## config.mk

```make
export PLATFORM = sky130hd
export DESIGN_NAME = i2c_sensor_cfg_seq
export DESIGN_NICKNAME = d
export VERILOG_FILES = /design/src/rtl/i2c_sensor_cfg_seq_pkg.sv /design/src/rtl/i2c_tick_gen.sv /design/src/rtl/i2c_sensor_cfg_seq.sv
export SDC_FILE = /design/constraint.sdc
export NUM_CORES = 1
export LEC_CHECK = 0
export CORE_MARGIN = 2
export CORE_UTILIZATION = 43
export DETAILED_ROUTE_END_ITERATION = 10
export PLACE_DENSITY = 0.72
export SYNTH_ARGS = -nofsm -noshare
export SYNTH_HDL_FRONTEND = slang
export SYNTH_SLANG_ARGS = --single-unit
export TNS_END_PERCENT = 30
```

## constraint.sdc

```tcl
create_clock -name iCLK -period 1.82 [get_ports iCLK]
set_input_delay 0.364 -clock iCLK [delete_from_list [all_inputs] [get_ports iCLK]]
set_output_delay 0.364 -clock iCLK [all_outputs]
set_load 0.01 [all_outputs]
```

## src/rtl/i2c_sensor_cfg_seq_pkg.sv

```systemverilog
// Shared types and constants for the I2C sensor register sequencer.
// Holds the FSM encoding, default slave address and error-index sentinel.
package i2c_sensor_cfg_seq_pkg;

    typedef enum logic [2:0] {
        S_IDLE,
        S_FETCH,
        S_ISSUE,
        S_WAIT,
        S_CHECK,
        S_NEXT,
        S_UPD,
        S_ERROR
    } seq_state_e;

    localparam logic [7:0] SLAVE_ADDR_DEF = 8'hBA;

    // Sliced to IDX_W in the top; marks a failed one-shot update write.
    localparam logic [31:0] ERR_IDX_UPD = '1;

    function automatic int tick_div(input int clk_f, input int i2c_f);
        return clk_f / (2 * i2c_f);
    endfunction

endpackage

```

## src/rtl/i2c_tick_gen.sv

```systemverilog
// Free-running clock-enable generator for the I2C master.
// Emits a one-cycle pulse every CLK_FREQ/(2*I2C_FREQ) clocks.
module i2c_tick_gen
    import i2c_sensor_cfg_seq_pkg::*;
#(
    parameter int CLK_FREQ = 50000000,
    parameter int I2C_FREQ = 20000
) (
    input  logic clk_i,
    input  logic rst_ni,
    output logic tick_o
);

    localparam int DIV = tick_div(CLK_FREQ, I2C_FREQ);
    localparam int CW  = (DIV > 1) ? $clog2(DIV) : 1;

    logic [CW-1:0] cnt_q, cnt_d;

    assign tick_o = (cnt_q == CW'(DIV - 1));

    always_comb begin
        cnt_d = cnt_q + CW'(1);
        if (tick_o) cnt_d = '0;
    end

    always_ff @(posedge clk_i or negedge rst_ni) begin
        if (!rst_ni) cnt_q <= '0;
        else         cnt_q <= cnt_d;
    end

endmodule

```

## src/rtl/i2c_sensor_cfg_seq.sv

```systemverilog
// CMOS sensor register sequencer: walks an external config table into
// the I2C master, retries NACKs, and services one-shot register updates.
module i2c_sensor_cfg_seq
    import i2c_sensor_cfg_seq_pkg::*;
#(
    parameter int         CLK_FREQ    = 50000000,
    parameter int         I2C_FREQ    = 20000,
    parameter logic [7:0] SLAVE_ADDR  = SLAVE_ADDR_DEF,
    parameter int         REG_AW      = 8,
    parameter int         REG_DW      = 16,
    parameter int         LUT_SIZE    = 25,
    parameter int         IDX_W       = 6,
    parameter int         MAX_RETRY   = 3,
    parameter int         STOP_ON_ERR = 0,
    parameter int         AUTO_START  = 1
) (
    input  logic                     iCLK,
    input  logic                     iRST_N,
    input  logic                     iSTART,
    input  logic                     iUPD_REQ,
    input  logic [REG_AW-1:0]        iUPD_ADDR,
    input  logic [REG_DW-1:0]        iUPD_DATA,
    output logic [IDX_W-1:0]         oLUT_IDX,
    input  logic [REG_AW+REG_DW-1:0] iLUT_DATA,
    output logic                     oTICK,
    output logic [8+REG_AW+REG_DW-1:0] oTX_DATA,
    output logic                     oTX_GO,
    input  logic                     iTX_END,
    input  logic                     iTX_NACK,
    output logic                     oBUSY,
    output logic                     oDONE,
    output logic                     oERR,
    output logic [IDX_W-1:0]         oERR_IDX
);

    localparam int TW = 8 + REG_AW + REG_DW;
    localparam int RW = (MAX_RETRY > 0) ? $clog2(MAX_RETRY + 1) : 1;

    localparam logic [IDX_W-1:0] LAST_IDX  = IDX_W'(LUT_SIZE - 1);
    localparam logic [IDX_W-1:0] UPD_IDX   = ERR_IDX_UPD[IDX_W-1:0];
    localparam logic [RW-1:0]    RETRY_MAX = RW'(MAX_RETRY);

    seq_state_e        state_q, state_d;
    logic [IDX_W-1:0]  idx_q, idx_d;
    logic [TW-1:0]     txd_q, txd_d;
    logic [RW-1:0]     retry_q, retry_d;
    logic              nack_q, nack_d;
    logic              is_upd_q, is_upd_d;
    logic              done_q, done_d;
    logic              err_q, err_d;
    logic [IDX_W-1:0]  err_idx_q, err_idx_d;
    logic              start_pend_q, start_pend_d;
    logic              upd_pend_q, upd_pend_d;
    logic [REG_AW-1:0] upd_addr_q, upd_addr_d;
    logic [REG_DW-1:0] upd_data_q, upd_data_d;
    logic              auto_q, auto_d;

    logic start_req;
    logic restart;
    logic advance;

    i2c_tick_gen #(
        .CLK_FREQ (CLK_FREQ),
        .I2C_FREQ (I2C_FREQ)
    ) u_tick (
        .clk_i  (iCLK),
        .rst_ni (iRST_N),
        .tick_o (oTICK)
    );

    assign start_req = start_pend_q | iSTART;

    always_comb begin
        state_d      = state_q;
        idx_d        = idx_q;
        txd_d        = txd_q;
        retry_d      = retry_q;
        nack_d       = nack_q;
        is_upd_d     = is_upd_q;
        done_d       = done_q;
        err_d        = err_q;
        err_idx_d    = err_idx_q;
        start_pend_d = start_req;
        upd_pend_d   = upd_pend_q;
        upd_addr_d   = upd_addr_q;
        upd_data_d   = upd_data_q;
        auto_d       = 1'b0;
        restart      = 1'b0;
        advance      = 1'b0;

        unique case (state_q)
            S_IDLE: begin
                if (start_req || auto_q) restart = 1'b1;
                else if (upd_pend_q)     state_d = S_UPD;
            end
            S_FETCH: begin
                txd_d    = {SLAVE_ADDR, iLUT_DATA};
                is_upd_d = 1'b0;
                state_d  = S_ISSUE;
            end
            S_UPD: begin
                txd_d      = {SLAVE_ADDR, upd_addr_q, upd_data_q};
                upd_pend_d = 1'b0;
                is_upd_d   = 1'b1;
                retry_d    = '0;
                state_d    = S_ISSUE;
            end
            S_ISSUE: state_d = S_WAIT;
            S_WAIT: begin
                if (iTX_END) begin
                    nack_d  = iTX_NACK;
                    state_d = S_CHECK;
                end
            end
            S_CHECK: begin
                unique case (1'b1)
                    !nack_q: begin
                        retry_d = '0;
                        advance = 1'b1;
                    end
                    nack_q && (retry_q != RETRY_MAX): begin
                        retry_d = retry_q + RW'(1);
                        state_d = S_ISSUE;
                    end
                    nack_q && (retry_q == RETRY_MAX): begin
                        retry_d = '0;
                        err_d   = 1'b1;
                        if (!err_q) err_idx_d = is_upd_q ? UPD_IDX : idx_q;
                        if (STOP_ON_ERR != 0) state_d = S_ERROR;
                        else                  advance = 1'b1;
                    end
                    default: state_d = S_CHECK;
                endcase
            end
            S_NEXT: begin
                if (is_upd_q) begin
                    state_d = S_IDLE;
                end else if (idx_q == LAST_IDX) begin
                    done_d  = 1'b1;
                    state_d = S_IDLE;
                end else begin
                    idx_d   = idx_q + IDX_W'(1);
                    state_d = S_FETCH;
                end
            end
            S_ERROR: begin
                if (start_req) restart = 1'b1;
            end
            default: state_d = S_IDLE;
        endcase

        // A start latched mid-run takes effect only once a write has settled.
        if (advance) begin
            if (start_req) restart = 1'b1;
            else           state_d = S_NEXT;
        end

        if (restart) begin
            state_d      = S_FETCH;
            idx_d        = '0;
            retry_d      = '0;
            is_upd_d     = 1'b0;
            done_d       = 1'b0;
            err_d        = 1'b0;
            start_pend_d = 1'b0;
        end

        if (iUPD_REQ) begin
            upd_pend_d = 1'b1;
            upd_addr_d = iUPD_ADDR;
            upd_data_d = iUPD_DATA;
        end
    end

    always_ff @(posedge iCLK or negedge iRST_N) begin
        if (!iRST_N) begin
            state_q      <= S_IDLE;
            idx_q        <= '0;
            txd_q        <= '0;
            retry_q      <= '0;
            nack_q       <= 1'b0;
            is_upd_q     <= 1'b0;
            done_q       <= 1'b0;
            err_q        <= 1'b0;
            err_idx_q    <= '0;
            start_pend_q <= 1'b0;
            upd_pend_q   <= 1'b0;
            upd_addr_q   <= '0;
            upd_data_q   <= '0;
            auto_q       <= (AUTO_START != 0);
        end else begin
            state_q      <= state_d;
            idx_q        <= idx_d;
            txd_q        <= txd_d;
            retry_q      <= retry_d;
            nack_q       <= nack_d;
            is_upd_q     <= is_upd_d;
            done_q       <= done_d;
            err_q        <= err_d;
            err_idx_q    <= err_idx_d;
            start_pend_q <= start_pend_d;
            upd_pend_q   <= upd_pend_d;
            upd_addr_q   <= upd_addr_d;
            upd_data_q   <= upd_data_d;
            auto_q       <= auto_d;
        end
    end

    assign oLUT_IDX = idx_q;
    assign oTX_DATA = txd_q;
    assign oTX_GO   = (state_q == S_ISSUE) || (state_q == S_WAIT);
    assign oBUSY    = (state_q != S_IDLE) && (state_q != S_ERROR);
    assign oDONE    = done_q;
    assign oERR     = err_q;
    assign oERR_IDX = err_idx_q;

endmodule
```

Word level (Yosys, flattened, before mapping)
Cells that the tools add are included.

operators by class
  add/subtract/negate cells = 3
  multiply operators = 0
  divide/modulo/power cells = 0
  magnitude comparators = 0
  equality and inequality tests = 15
  shifts and indexed selects = 0
  muxes and demuxes = 39
  bitwise gates (word level) = 2
  reductions and logical operators = 24

operators with widths
  kind                                            count
  case mux 32 bit (2 select lines)                1
  two-way mux 6 bit                               5
  two-way mux 1 bit                               19
  two-way mux 3 bit                               6
  case mux 3 bit (6 select lines)                 1
  == test 3 bit (second input constant)           4
  nonzero test 2 bit                              6
  adder 11 x 1 -> 11 bit (second input constant)  1
  == test 11 bit (second input constant)          1
  two-way mux 11 bit                              1
  AND reduction 3 bit                             3
  nonzero test 3 bit                              3
  case mux 2 bit (2 select lines)                 2
  adder 6 x 1 -> 6 bit (second input constant)    1
  == test 3 x 2 -> 1 bit (second input constant)  2
  == test 6 x 5 -> 1 bit (second input constant)  1
  case mux 3 bit (2 select lines)                 1
  AND reduction 2 bit                             3
  != test 2 bit (second input constant)           2
  != test 4 bit (second input constant)           1
  case mux 1 bit (2 select lines)                 2
  OR reduction 2 bit                              2
  == test 3 x 1 -> 1 bit (second input constant)  1
  logical AND 1 bit                               3
  other kinds (10)                                11

word-level totals
  flip-flop bits (word level) = 91
  bits in latches = 0
  memory bits (writable) = 0
  ROM bits = 0
  word-level logic and storage cells = 98
  memories kept = 0

Depth between registers and ports, before layout
Gate-level depths: netlist of the first run.

  word-level depth = 8
  depth in mapped cells = 6
  mapped depth without buffers = 6

Cells and area by module
A second synthesis of the first run with hierarchy kept.

unflattened totals
  cell total of the unflattened synthesis = 337
  area, all modules = 3,816.2 sq um

modules (own cells, without submodules)
  module              times used  cells each  area each (sq um)  seq. area each (sq um)
  i2c_sensor_cfg_seq  1           289         3,281.9            1,828.0
  i2c_tick_gen        1           48          534.3              275.3

Worst setup path after synthesis of the first run
Ideal clock, no wire load.

  kind = register to register
  start = reg u_tick.cnt_q[1]
  end = reg u_tick.cnt_q[7]
  library setup time = 121 ps
  arrival = 1,600 ps
  setup slack = 99 ps
  cell stages (with the launch flop) = 7
  buffers on the path = 0
  path through = dfrtp_1 -> inv_1 -> ha_1 -> or4bb_1 -> nor3_4 -> o21ai_2 -> a22o_1

on the way
  longest elaborated chain between the ends = 2
  elaborated cells between the ends (all ways) = 3
  those cells by class = 1 x add/sub; 1 x eq/ne; 1 x mux

RTL lines
  what                    line                      text
  start, declared         i2c_tick_gen.sv:17        logic [CW-1:0] cnt_q, cnt_d;
  start signal, assigned  i2c_tick_gen.sv:28        else cnt_q <= cnt_d;
  == test 11 bit          i2c_tick_gen.sv:19        assign tick_o = (cnt_q == CW'(DIV - 1));
  via oTICK               i2c_sensor_cfg_seq.sv:25  output logic oTICK,
  two-way mux 11 bit      i2c_tick_gen.sv:23        if (tick_o) cnt_d = '0;
  via u_tick.cnt_d[7]     i2c_tick_gen.sv:17

The timed path passes the listed nets, and every way through them passes these cells.
A chain may end at the register's enable or synchronous reset.

Worst setup path in the final report of the first run
  start = reg u_tick.cnt_q[1]
  end = out oTICK

on the way
  longest elaborated chain between the ends = 1

RTL lines
  what            line
  == test 11 bit  i2c_tick_gen.sv:19
  end, declared   i2c_sensor_cfg_seq.sv:25

Every way passes these cells.

==> run summary, run 1 <==
The die area came out at 9765 um^2. The worst hold slack came out at 0.4784 ns. The final reports fail on setup timing. The row count came out at 34. Leaving out fill and tap cells, the most frequent cell in the layout is sky130_fd_sc_hd__clkdlybuf4s50_1. Prior to clock tree synthesis, the placed netlist has a worst setup slack of -0.3405 ns. The cell area power density is 1213 nW/um^2. Setup slack on the critical path of the routed design comes to -0.2172 ns. In this run the horizontal extent of the chip is 98.82 um. STA classifies the critical path endpoint as an output pin. The top cell types in the final layout, fill and taps aside, are sky130_fd_sc_hd__clkdlybuf4s50_1, sky130_fd_sc_hd__dfrtp_1, sky130_fd_sc_hd__nor2_1.

The TritonCTS buffer count came out at 9. In this run, synthesis inferred 0 flip-flops with an integrated enable. The overall track demand over capacity in global routing is 18.10%. The number of synthesized register bits is 84. The hold violation total from the final report came to 0. The core box area came out at 8721 um^2. On the final layout, the worst clock skew is 0.005238 ns. The area after detailed placement came out at 5165 um^2.

The flow ran to the end, but the final reports show violations. Summed over all layers, the global routing overflow is 0. The number of cells on the worst reg-to-reg path is 9.

The part of the total power dissipated in the clock network is 20.9%. After clock tree synthesis, the clock-pin slew on the worst setup and hold paths is 0.08 ns. The layout overhead on the synthesized area is 39.90%. The cell at the root of the clock tree is sky130_fd_sc_hd__clkbuf_8. Buffers placed on the I/O ports in this run total 99. The half-perimeter wire length of the detailed placement result is 6.187 mm.

Combinational logic burns 40.5% of the power. The class of the tightest hold or removal check is primary input to async pin. The total DRC errors in the routed layout came out at 0. The number of global-route vias before repair is 3018. Summed over all cells, the static leakage comes to 2.425 nW.

The netlist area before placement is 3866 um^2. The cell-internal power is 4.333 mW. The initial antenna violation count is 0. The fraction of the yosys area taken by sequential cells came out at 54.40%.

The post-synthesis cell count came out at 356. Setup repair after global routing could not meet its margin everywhere. The CTS tree is built. STA classifies the critical path startpoint as a flop. The max-slew headroom at the worst pin is 65.21%. The number of filler instances in the final layout is 717.

At the end of routability-driven placement, the weighted congestion stood at 0.8415. The final-stage net count came out at 539. Net switching is 33.98% of the power. The count of yosys warnings during synthesis is 0. The first global-routing pass estimated 14.22 mm of wire. The final critical-path required period came out at 2.037 ns. The upper clock frequency limit is 490.9 MHz. The total routed wirelength is 8.535 mm. The number of antenna-violating nets in the routed design is 0. For this run, asynchronously set or reset flops after synthesis account for 100.0%.

The category of the critical setup timing path is flop to output pin. The post-route total power is 6.564 mW. Counting every sink on the clock net gives 84. The max-slew violation count came to 0.

The tool flagged a number of max-cap violations equal to 0. The post-detailed-route via-to-cell ratio came out at 5.089. After the first detailed-routing iteration, the DRC count stood at 226. The dominant register cell in the synthesized netlist is sky130_fd_sc_hd__dfrtp_1. The largest fanout of any net on the critical path came out at 2.

The buffer levels on the longest clock path came out at 2. The count of placed standard cells including taps is 574. The transition time of the tightest slew-check pin is 0.5164 ns. After routing the design area is 5409 um^2. The average routed wire per standard cell is 14.39 um. The fraction of power consumed by sequential logic is 38.7%. The mean instance size in the synthesized netlist is 10.86 um^2. Summing over every cut layer, the via total after detailed routing is 3018. The layout cell share with drive strength beyond 1 came out at 19.18%. At the end of the flow the core is filled with cells to 62.02%. The number of H-tree branching levels is 3. After routing, the total negative slack on setup checks comes to -0.2482 ns. The vertical die dimension is 98.82 um. The pin count of the biggest net entering global routing is 59. The later-pin clock latency in the skew report is 0.34 ns.

The data arrival time of the critical path came out at 1.67 ns. Before antenna repair, the detailed router went through 4 iterations. The total of endpoints with negative setup slack in the final report is 2. The peak ir drop on the vdd network is 0.0006527 V. For this configuration, the core starts out at a cell density of 44.33%. The count of boundary I/O pins came out at 103.

For this design the total switching power over the nets is 2.231 mW. The count of unique library cells instantiated by Yosys is 46. The final standard cell count with taps included and fillers excluded is 593.

The number of diodes came out at 0. The required time reported for the critical path endpoint came out at 1.46 ns. The post-route fraction of the period consumed by the critical path came out at 111.9%.
[sequential cells by signal (all words and copies together) (netlist names), 2 cells and up]
signal	cells
oERR_IDX	6
oLUT_IDX	6
oTX_DATA	25
retry_q	2
state_q	3
u_tick.cnt_q	11
upd_addr_q	8
upd_data_q	16
[power groups by stage]
stage	clock, mW	combinational (mW)	sequential, mW
detailed placement	0	2.68	2.57
CTS	1.42	2.67	2.54
global placement	0	2.63	2.56
finish	1.37	2.66	2.54
floorplan	0	1.33	2.62
global route	1.50	2.91	2.60
[path summary, 6_finish.rpt]
check | end | slack (ns) | start
max in group asynchronous | upd_pend_q$_DFFE_PN0P_ | 0.71 | iRST_N
max | oTICK | -0.22 | u_tick.cnt_q[1]$_DFF_PN0_
min | oERR_IDX[2]$_DFFE_PN0P_ | 0.48 | iRST_N
max reg2reg | u_tick.cnt_q[7]$_DFF_PN0_ | -0.03 | u_tick.cnt_q[1]$_DFF_PN0_
min in group iCLK | retry_q[0]$_DFFE_PN0P_ | 0.50 | retry_q[0]$_DFFE_PN0P_
min reg2reg | retry_q[0]$_DFFE_PN0P_ | 0.50 | retry_q[0]$_DFFE_PN0P_
[Yosys cell counts, drive strengths merged (5+ instances only)]
library cell / number / share of area (%)
dfrtp: 83 / 54
nor2: 52 / 5.1
a21oi: 33 / 4.3
mux2i: 29 / 7.5
mux2: 25 / 7.3
nand2: 18 / 1.7
buf: 17 / 2.6
inv: 14 / 1.4
o21ai: 10 / 1.4
o22ai: 8 / 1.3
clkbuf: 7 / 0.68
nand4: 7 / 1.1
xor2: 6 / 1.4
ha: 5 / 1.6
xnor2: 5 / 1.1
[layout make-up]
class	count	area (um^2)	area share, %
Inverter	14	52.55	0.9715
Tap cell	108	135.1	2.498
Clock inverter	5	60.06	1.110
Sequential cell	84	2107	38.95
Multi-Input combinational cell	237	1607	29.70
Timing Repair Buffer	134	1296	23.96
Clock buffer	11	151.4	2.799
[timing repair]
action	in CTS	in global routing
setup endpoints to repair	3	5
resized for setup	12	3
hold buffers	1	0
hold endpoints to repair	25	0
pin swaps	2	1
buffers inserted	1	1
cloned	0	0
[cells by family (layout without fill, tap and decap cells)]
family,after synthesis,count (layout),share of synthesized area (%)
other,1,4,0.09699
DFF,84,84,54.40
buffers and inverters,38,164,4.628
and+or+nand+nor,104,104,13.11
xor gates and xnor gates,11,11,2.492
adders and majority gates,5,5,1.618
AOI/OAI and AO/OA,59,59,8.868
muxes,54,54,14.79
[critical path, cell delays in order, from the launching register on]
cell,delay (ns)
sky130_fd_sc_hd__dfrtp_1,0.39
sky130_fd_sc_hd__inv_1,0.06
sky130_fd_sc_hd__ha_1,0.12
sky130_fd_sc_hd__or4bb_4,0.47
sky130_fd_sc_hd__nor3_4,0.14
sky130_fd_sc_hd__buf_2,0.15
[metal layers]
| layer | global-route usage [%] | share of wire (%) | vias to the layer above |
|---|---|---|---|
| met5 | 0 | 0 | - |
| met4 | 5.374 | 1.1 | 0 |
| met3 | 5.816 | 6.1 | 8 |
| met2 | 29.00 | 50 | 93 |
| met1 | 23.62 | 43 | 1453 |
| li1 | - | - | 1464 |
Note: power is estimated with default switching activity, not from simulation.
==> run 2, diff against run 1 <==
--- a/config.mk
+++ b/config.mk
@@ -5,10 +5,13 @@
 export SDC_FILE = /design/constraint.sdc
 export NUM_CORES = 1
 export LEC_CHECK = 0
+export CELL_PAD_IN_SITES_DETAIL_PLACEMENT = 0
+export CELL_PAD_IN_SITES_GLOBAL_PLACEMENT = 1
 export CORE_MARGIN = 2
-export CORE_UTILIZATION = 43
+export CORE_UTILIZATION = 37
+export CTS_BUF_LIST = sky130_fd_sc_hd__clkbuf_4 sky130_fd_sc_hd__clkbuf_8 sky130_fd_sc_hd__clkbuf_16
 export DETAILED_ROUTE_END_ITERATION = 10
-export PLACE_DENSITY = 0.72
+export PLACE_DENSITY = 0.79
 export SYNTH_ARGS = -nofsm -noshare
 export SYNTH_HDL_FRONTEND = slang
 export SYNTH_SLANG_ARGS = --single-unit
==> run 2 against run 1 <==
Compared with the run above: the run still ends with setup timing left; clock-buffer cell count increased by 2; routed wire length increased by 6.7%; worst hold slack improved by 0.0056 ns; register-to-register slack improved by 0.15 ns; clock power about the same; via count decreased by 1.4%; flip-flop and latch count unchanged; sequential power about the same; final cell count increased by 4.7%; total power increased by 2.2%; combinational power increased by 5%; critical path type unchanged; largest cell class unchanged; largest power group unchanged.
==> run summary, run 2 (same netlist as run 1, synthesis figures left out) <==
The die width came out at 106.2 um (was 98.82 um). The category of the critical setup timing path is flop to output pin (unchanged). The data arrival time of the critical path came out at 1.70 ns (was 1.67 ns). The hold violation total from the final report came to 0 (unchanged). The number of global-route vias before repair came to 3097 (was 3018). The later-pin clock latency in the skew report came out at 0.35 ns (was 0.34 ns). Unrepaired setup endpoints after global routing: yes (unchanged). The layout overhead on the synthesized area was 41.10% (was 39.90%).

The number of detailed-routing iterations run before antenna repair came out at 4 (unchanged). The pin count of the biggest net entering global routing is 42 (was 59). The peak ir drop on the vdd network came out at 0.0006627 V (was 0.0006527 V).

The layout cell share with drive strength beyond 1 came to 19.59% (was 19.18%). The total routed wirelength is 9.103 mm (was 8.535 mm). The final standard cell count with taps included and fillers excluded came out at 621 (was 593).

The number of maximum-capacitance violations came out at 0 (unchanged). The half-perimeter wire length of the detailed placement result came out at 6.419 mm (was 6.187 mm). The number of antenna-violating nets in the routed design is 0 (unchanged).

The clock net sink count came out at 84 (unchanged). The final setup skew is 0.01767 ns (was 0.005238 ns). The minimum setup slack in the final design came to -0.2418 ns (was -0.2172 ns). The total of endpoints with negative setup slack in the final report is 1 (was 2).

The fraction of power consumed by sequential logic came out at 38.2% (was 38.7%). The average routed wire per standard cell is 14.66 um (was 14.39 um). The post-place setup slack is -0.3334 ns (was -0.3405 ns). The number of input and output port buffers inserted came out at 99 (unchanged).

The class of the tightest hold or removal check was primary input to async pin (unchanged). The part of the total power dissipated in the clock network came to 20.0% (was 20.9%). The total congestion overflow after global routing is 0 (unchanged). The CTS tree was built (unchanged). The finished layout cell area is 5455 um^2 (was 5409 um^2).

The max-slew violation count came out at 0 (unchanged). The final-stage net count was 540 (was 539). The upper clock frequency limit was 485.0 MHz (was 490.9 MHz). Most frequent cells in the layout: sky130_fd_sc_hd__clkdlybuf4s50_1, sky130_fd_sc_hd__dfrtp_1, sky130_fd_sc_hd__nor2_1 (unchanged). The largest fanout of any net on the critical path was 2 (unchanged). The core box area was 10230 um^2 (was 8721 um^2). The global placement routability congestion came to 0.8503 (was 0.8415). The post-route total power came out at 6.709 mW (was 6.564 mW). Run status: finished with violations (unchanged). The switching portion of total power came out at 34.09% (was 33.98%).

The detailed-route via count was 2975 (was 3018). The vertical die dimension is 106.2 um (was 98.82 um). The global-route wire length before repair came out at 14.86 mm (was 14.22 mm). The number of diodes was 0 (unchanged). The final critical-path required period came out at 2.062 ns (was 2.037 ns). The iteration-0 DRC count of the detailed router is 82 (was 226). The type of element capturing the critical path is an output pin (unchanged). The required time reported for the critical path endpoint is 1.46 ns (about the same). The post-route fraction of the period consumed by the critical path is 113.3% (was 111.9%).

The row count is 37 (was 34). Violated checks: setup timing (unchanged). The switching power total is 2.287 mW (was 2.231 mW). The count of placed standard cells including taps is 604 (was 574). The part of the total power dissipated in combinational logic was 41.8% (was 40.5%). The starting density of the core is 37.79% (was 44.33%). The TritonCTS buffer count is 9 (unchanged). The overall track demand over capacity in global routing was 16.91% (was 18.10%). The cell area power density came out at 1230 nW/um^2 (was 1213 nW/um^2). The nature of the critical path startpoint is a flop (unchanged).

The post-detailed-route via-to-cell ratio came out at 4.791 (was 5.089). The buffer levels on the longest clock path came out at 2 (unchanged). The most common library cell in the layout ignoring fill and taps is sky130_fd_sc_hd__clkdlybuf4s50_1 (unchanged). The cell-internal power came to 4.422 mW (was 4.333 mW). The flip-flop count of the largest register after layout was 25 (unchanged). The area after detailed placement came to 5215 um^2 (was 5165 um^2). The number of H-tree branching levels was 3 (unchanged).

The clock-pin slew reported for the worst setup and hold paths after clock tree synthesis is 0.09 ns (was 0.08 ns). The leakage power of the design was 2.432 nW (was 2.425 nW). The count of boundary I/O pins came to 103 (unchanged).

The initial antenna violation count came out at 0 (unchanged). The total DRC errors in the routed layout is 0 (unchanged). The cell at the root of the clock tree is sky130_fd_sc_hd__clkbuf_8 (unchanged). The die area is 11280 um^2 (was 9765 um^2).
## run 2: cell count changes in the layout (fill, tap and decap cells not counted), sizes merged
cell	delta
clkbuf	+3
clkinv	-2
clkinvlp	-1
## run 2: per-layer routing
metal  GRT usage (%)  wire, um
met1           21.35      4139
met2           27.66      4347
met3           5.334       511
met4           5.357       104
met5               0         0
## run 2: what timing repair did
| action | CTS | global route |
|---|---|---|
| setup endpoints to repair | 3 | 25 |
| pin swaps | 2 | 1 |
| buffers inserted | 0 | 0 |
| hold buffers | 1 | 0 |
| hold endpoints to repair | 27 | 0 |
| resized for setup | 11 | 7 |
| cloned | 0 | 1 |
## run 2: worst paths after layout
kind / cells after the start / slack, ns / endpoint / start
max: 5 / -0.24 / oTICK / u_tick.cnt_q[1]$_DFF_PN0_
max reg2reg: 7 / 0.12 / u_tick.cnt_q[7]$_DFF_PN0_ / u_tick.cnt_q[1]$_DFF_PN0_
min: 2 / 0.48 / state_q[2]$_DFF_PN0_ / iRST_N
min in group iCLK: 1 / 0.48 / retry_q[0]$_DFFE_PN0P_ / retry_q[0]$_DFFE_PN0P_
max in group asynchronous: 3 / 0.73 / oLUT_IDX[2]$_DFFE_PN0P_ / iRST_N
min reg2reg: 1 / 0.48 / retry_q[0]$_DFFE_PN0P_ / retry_q[0]$_DFFE_PN0P_
## run 2: power groups by stage
stage	Clock (mW)	Combinational, mW	Sequential (mW)
floorplan	0	1.33	2.62
finish	1.34	2.80	2.56
detailed placement	0	2.71	2.58
global placement	0	2.67	2.57
global route	1.46	3.07	2.62
CTS	1.39	2.69	2.56
## run 2: critical path, stage by stage, from the launching register on
cell and delay, ns:
sky130_fd_sc_hd__dfrtp_1 0.39, sky130_fd_sc_hd__inv_1 0.06, sky130_fd_sc_hd__ha_1 0.14, sky130_fd_sc_hd__or4bb_4 0.47
sky130_fd_sc_hd__nor3_4 0.14, sky130_fd_sc_hd__buf_2 0.16
## run 2: layout make-up
cell class | count | area (um^2)
clock inverters | 2 | 35.03
flip-flops and latches | 84 | 2108
repair buffers | 135 | 1318
inverters | 14 | 52.55
clock buffers | 13 | 160.2
multi-input cells | 237 | 1612
fillers | 928 | 4776
well taps | 136 | 170.2
## run 2: stage by stage
stage	setup TNS, ns	utilization, %	hold slack, ns
floorplan	0	-	0.06841
global placement	-0.3306	50.97	0.3297
detailed placement	-0.3334	50.97	0.3352
CTS	-0.3067	52.92	0.4911
global route	-0.3375	53.32	0.5071
finish	-0.2418	53.32	0.4840
==> run 3, diff against run 2 <==
--- a/config.mk
+++ b/config.mk
@@ -10,8 +10,9 @@
 export CORE_MARGIN = 2
 export CORE_UTILIZATION = 37
 export CTS_BUF_LIST = sky130_fd_sc_hd__clkbuf_4 sky130_fd_sc_hd__clkbuf_8 sky130_fd_sc_hd__clkbuf_16
+export CTS_CLUSTER_SIZE = 28
 export DETAILED_ROUTE_END_ITERATION = 10
-export PLACE_DENSITY = 0.79
+export PLACE_DENSITY_LB_ADDON = 0.1
 export SYNTH_ARGS = -nofsm -noshare
 export SYNTH_HDL_FRONTEND = slang
 export SYNTH_SLANG_ARGS = --single-unit
==> run 3 against run 2 <==
Compared with the run above: combinational power is 4% lower; global-route usage is 0.072 points higher; critical path type unchanged; flip-flop and latch count stayed put; the run still ends with setup timing left; clock power hardly changed; maximum frequency is 1.7% higher; clock skew is 0.012 ns lower; final cell count is 0.16% lower; first-iteration DRC count is 16% higher; worst hold slack worse by 0.0099 ns; die area stayed put.
==> run summary, run 3 (same netlist as run 1, synthesis figures left out) <==
Run status: finished with violations (unchanged). Violated checks: setup timing (unchanged). The hold violation total from the final report came to 0 (unchanged).

The row count is 37 (unchanged). The post-route fraction of the period consumed by the critical path came out at 111.4% (was 113.3%). The buffer levels on the longest clock path is 2 (unchanged). The global placement routability congestion came out at 0.7903 (was 0.8503). The number of H-tree branching levels is 3 (unchanged). The count of boundary I/O pins was 103 (unchanged). The data arrival time of the critical path is 1.66 ns (was 1.70 ns). The total congestion overflow after global routing is 0 (unchanged). The number of antenna-violating nets in the routed design came out at 0 (unchanged).

The clock net sink count is 84 (unchanged). The class of the tightest hold or removal check is primary input to async pin (unchanged). The peak ir drop on the vdd network came out at 0.0006297 V (was 0.0006627 V). The worst hold slack is 0.4741 ns (was 0.4840 ns).

The family with the most delay on the worst path was simple AND/OR/NAND/NOR gates (unchanged). The iteration-0 DRC count of the detailed router came out at 95 (was 82). The starting density of the core came to 37.79% (unchanged).

The required time reported for the critical path endpoint came to 1.46 ns (about the same). The number of detailed-routing iterations run before antenna repair came out at 6 (was 4). The nature of the critical path startpoint was a flop (unchanged).

The vertical die dimension came out at 106.2 um (unchanged). The category of the critical setup timing path was flop to output pin (unchanged). The total buffers and inverters traversed by the critical path was 2 (unchanged). The upper clock frequency limit came out at 493.3 MHz (was 485.0 MHz). The slowest stage cell on the critical path is sky130_fd_sc_hd__or4bb_4 (unchanged). The leakage power of the design was 2.419 nW (was 2.432 nW). The half-perimeter wire length of the detailed placement result is 6.438 mm (was 6.419 mm). The later-pin clock latency in the skew report is 0.35 ns (about the same). The initial antenna violation count was 0 (unchanged). The detailed-route via count came out at 3004 (was 2975). The total routed wirelength came out at 8.934 mm (was 9.103 mm). The type of element capturing the critical path is an output pin (unchanged). The setup total negative slack is -0.2071 ns (was -0.2418 ns). The minimum setup slack in the final design is -0.2071 ns (was -0.2418 ns). The clock-pin slew reported for the worst setup and hold paths after clock tree synthesis is 0.08 ns (was 0.09 ns). The post-CTS setup-driven buffer insertion count was 0 (unchanged).

Sequence of cells on the critical path: inv_1 -> ha_1 -> or4bb_4 -> nor3_4 -> buf_2 (unchanged). The average routed wire per standard cell is 14.41 um (was 14.66 um). The number of diodes was 0 (unchanged). The largest fanout of any net on the critical path came out at 2 (unchanged). The TritonCTS buffer count is 9 (unchanged). The pin count of the biggest net entering global routing came out at 42 (unchanged).

The cell at the root of the clock tree is sky130_fd_sc_hd__clkbuf_8 (unchanged). Most frequent cells in the layout: sky130_fd_sc_hd__clkdlybuf4s50_1, sky130_fd_sc_hd__dfrtp_1, sky130_fd_sc_hd__nor2_1 (unchanged). The post-detailed-route via-to-cell ratio came out at 4.845 (was 4.791). The flip-flop count of the largest register after layout came out at 25 (unchanged).

The die width came to 106.2 um (unchanged). The final setup skew is 0.005249 ns (was 0.01767 ns). The core box area was 10230 um^2 (unchanged).

The number of global-route vias before repair is 3091 (was 3097). The total of endpoints with negative setup slack in the final report came out at 1 (unchanged). The number of input and output port buffers inserted is 99 (unchanged). The most common library cell in the layout ignoring fill and taps was sky130_fd_sc_hd__clkdlybuf4s50_1 (unchanged). The final critical-path required period came out at 2.027 ns (was 2.062 ns). The highest cell delay on the worst timing path came out at 0.46 ns (was 0.47 ns).

The CTS tree is built (unchanged). The layout overhead on the synthesized area came to 40.06% (was 41.10%). The final-stage net count is 538 (was 540). The total DRC errors in the routed layout is 0 (unchanged). The number of filler instances in the final layout came to 941 (was 928). The layout cell share with drive strength beyond 1 is 18.80% (was 19.59%).

The global-route wire length before repair is 14.92 mm (was 14.86 mm). The cell area power density is 1215 nW/um^2 (was 1230 nW/um^2). The number of maximum-capacitance violations was 0 (unchanged). The die area was 11280 um^2 (unchanged).

Unrepaired setup endpoints after global routing: yes (unchanged). The post-route total power came out at 6.579 mW (was 6.709 mW). The max-slew violation count is 0 (unchanged). The overall track demand over capacity in global routing came to 16.98% (was 16.91%).
## run 3: power breakdown
| part | internal, mW | switching (mW) | total, mW |
|---|---|---|---|
| clock | 0.701 | 0.657 | 1.36 |
| sequential | 2.27 | 0.269 | 2.54 |
| combinational | 1.35 | 1.33 | 2.68 |
| total | 4.33 | 2.25 | 6.58 |
## run 3: final timing paths
kind,startpoint,end,slack (ns),depth (start not counted)
max,u_tick.cnt_q[1]$_DFF_PN0_,oTICK,-0.21,5
min reg2reg,u_tick.cnt_q[10]$_DFF_PN0_,u_tick.cnt_q[10]$_DFF_PN0_,0.48,1
min,iRST_N,state_q[1]$_DFF_PN0_,0.47,2
max reg2reg,state_q[0]$_DFF_PN0_,oTX_DATA[8]$_DFFE_PN0P_,0.11,6
max in group asynchronous,iRST_N,oTX_DATA[9]$_DFFE_PN0P_,0.73,3
min in group iCLK,u_tick.cnt_q[10]$_DFF_PN0_,u_tick.cnt_q[10]$_DFF_PN0_,0.48,1
## run 3: final cells by class
cell class / count / area, um^2 / area share [%]
multi-input combinational: 237 / 1599 / 29.53
clock inverter: 4 / 48.80 / 0.9011
inverter: 14 / 52.55 / 0.9704
clock buffer: 12 / 152.6 / 2.819
timing repair buffer: 133 / 1285 / 23.73
tap: 136 / 170.2 / 3.142
sequential: 84 / 2107 / 38.91
## run 3: routing by layer
metal	vias to the layer above	GRT usage, %	wire length [um]
met2	90	26.37	4289
met5	-	0	0
met4	0	8.741	215
met1	1432	21.16	3797
met3	18	5.457	632
li1	1464	-	-
## run 3: timing repair
| action | CTS | global route |
|---|---|---|
| endpoints found under the setup margin | 3 | 5 |
| pin swaps | 2 | 1 |
| gates resized for setup | 11 | 2 |
| endpoints found under the hold margin | 26 | 0 |
| hold buffers | 1 | 0 |
## run 3: per-stage QoR
step / cells / util (%) / area [um^2] / setup WS [ns]
floorplan: 359 / - / 3877 / 0.09931
global placement: 603 / 50.90 / 5207 / -0.3066
detailed placement: 603 / 50.90 / 5207 / -0.3262
CTS: 620 / 52.90 / 5413 / -0.2982
global route: 620 / 52.93 / 5415 / -0.3343
finish: 620 / 52.93 / 5415 / -0.2071
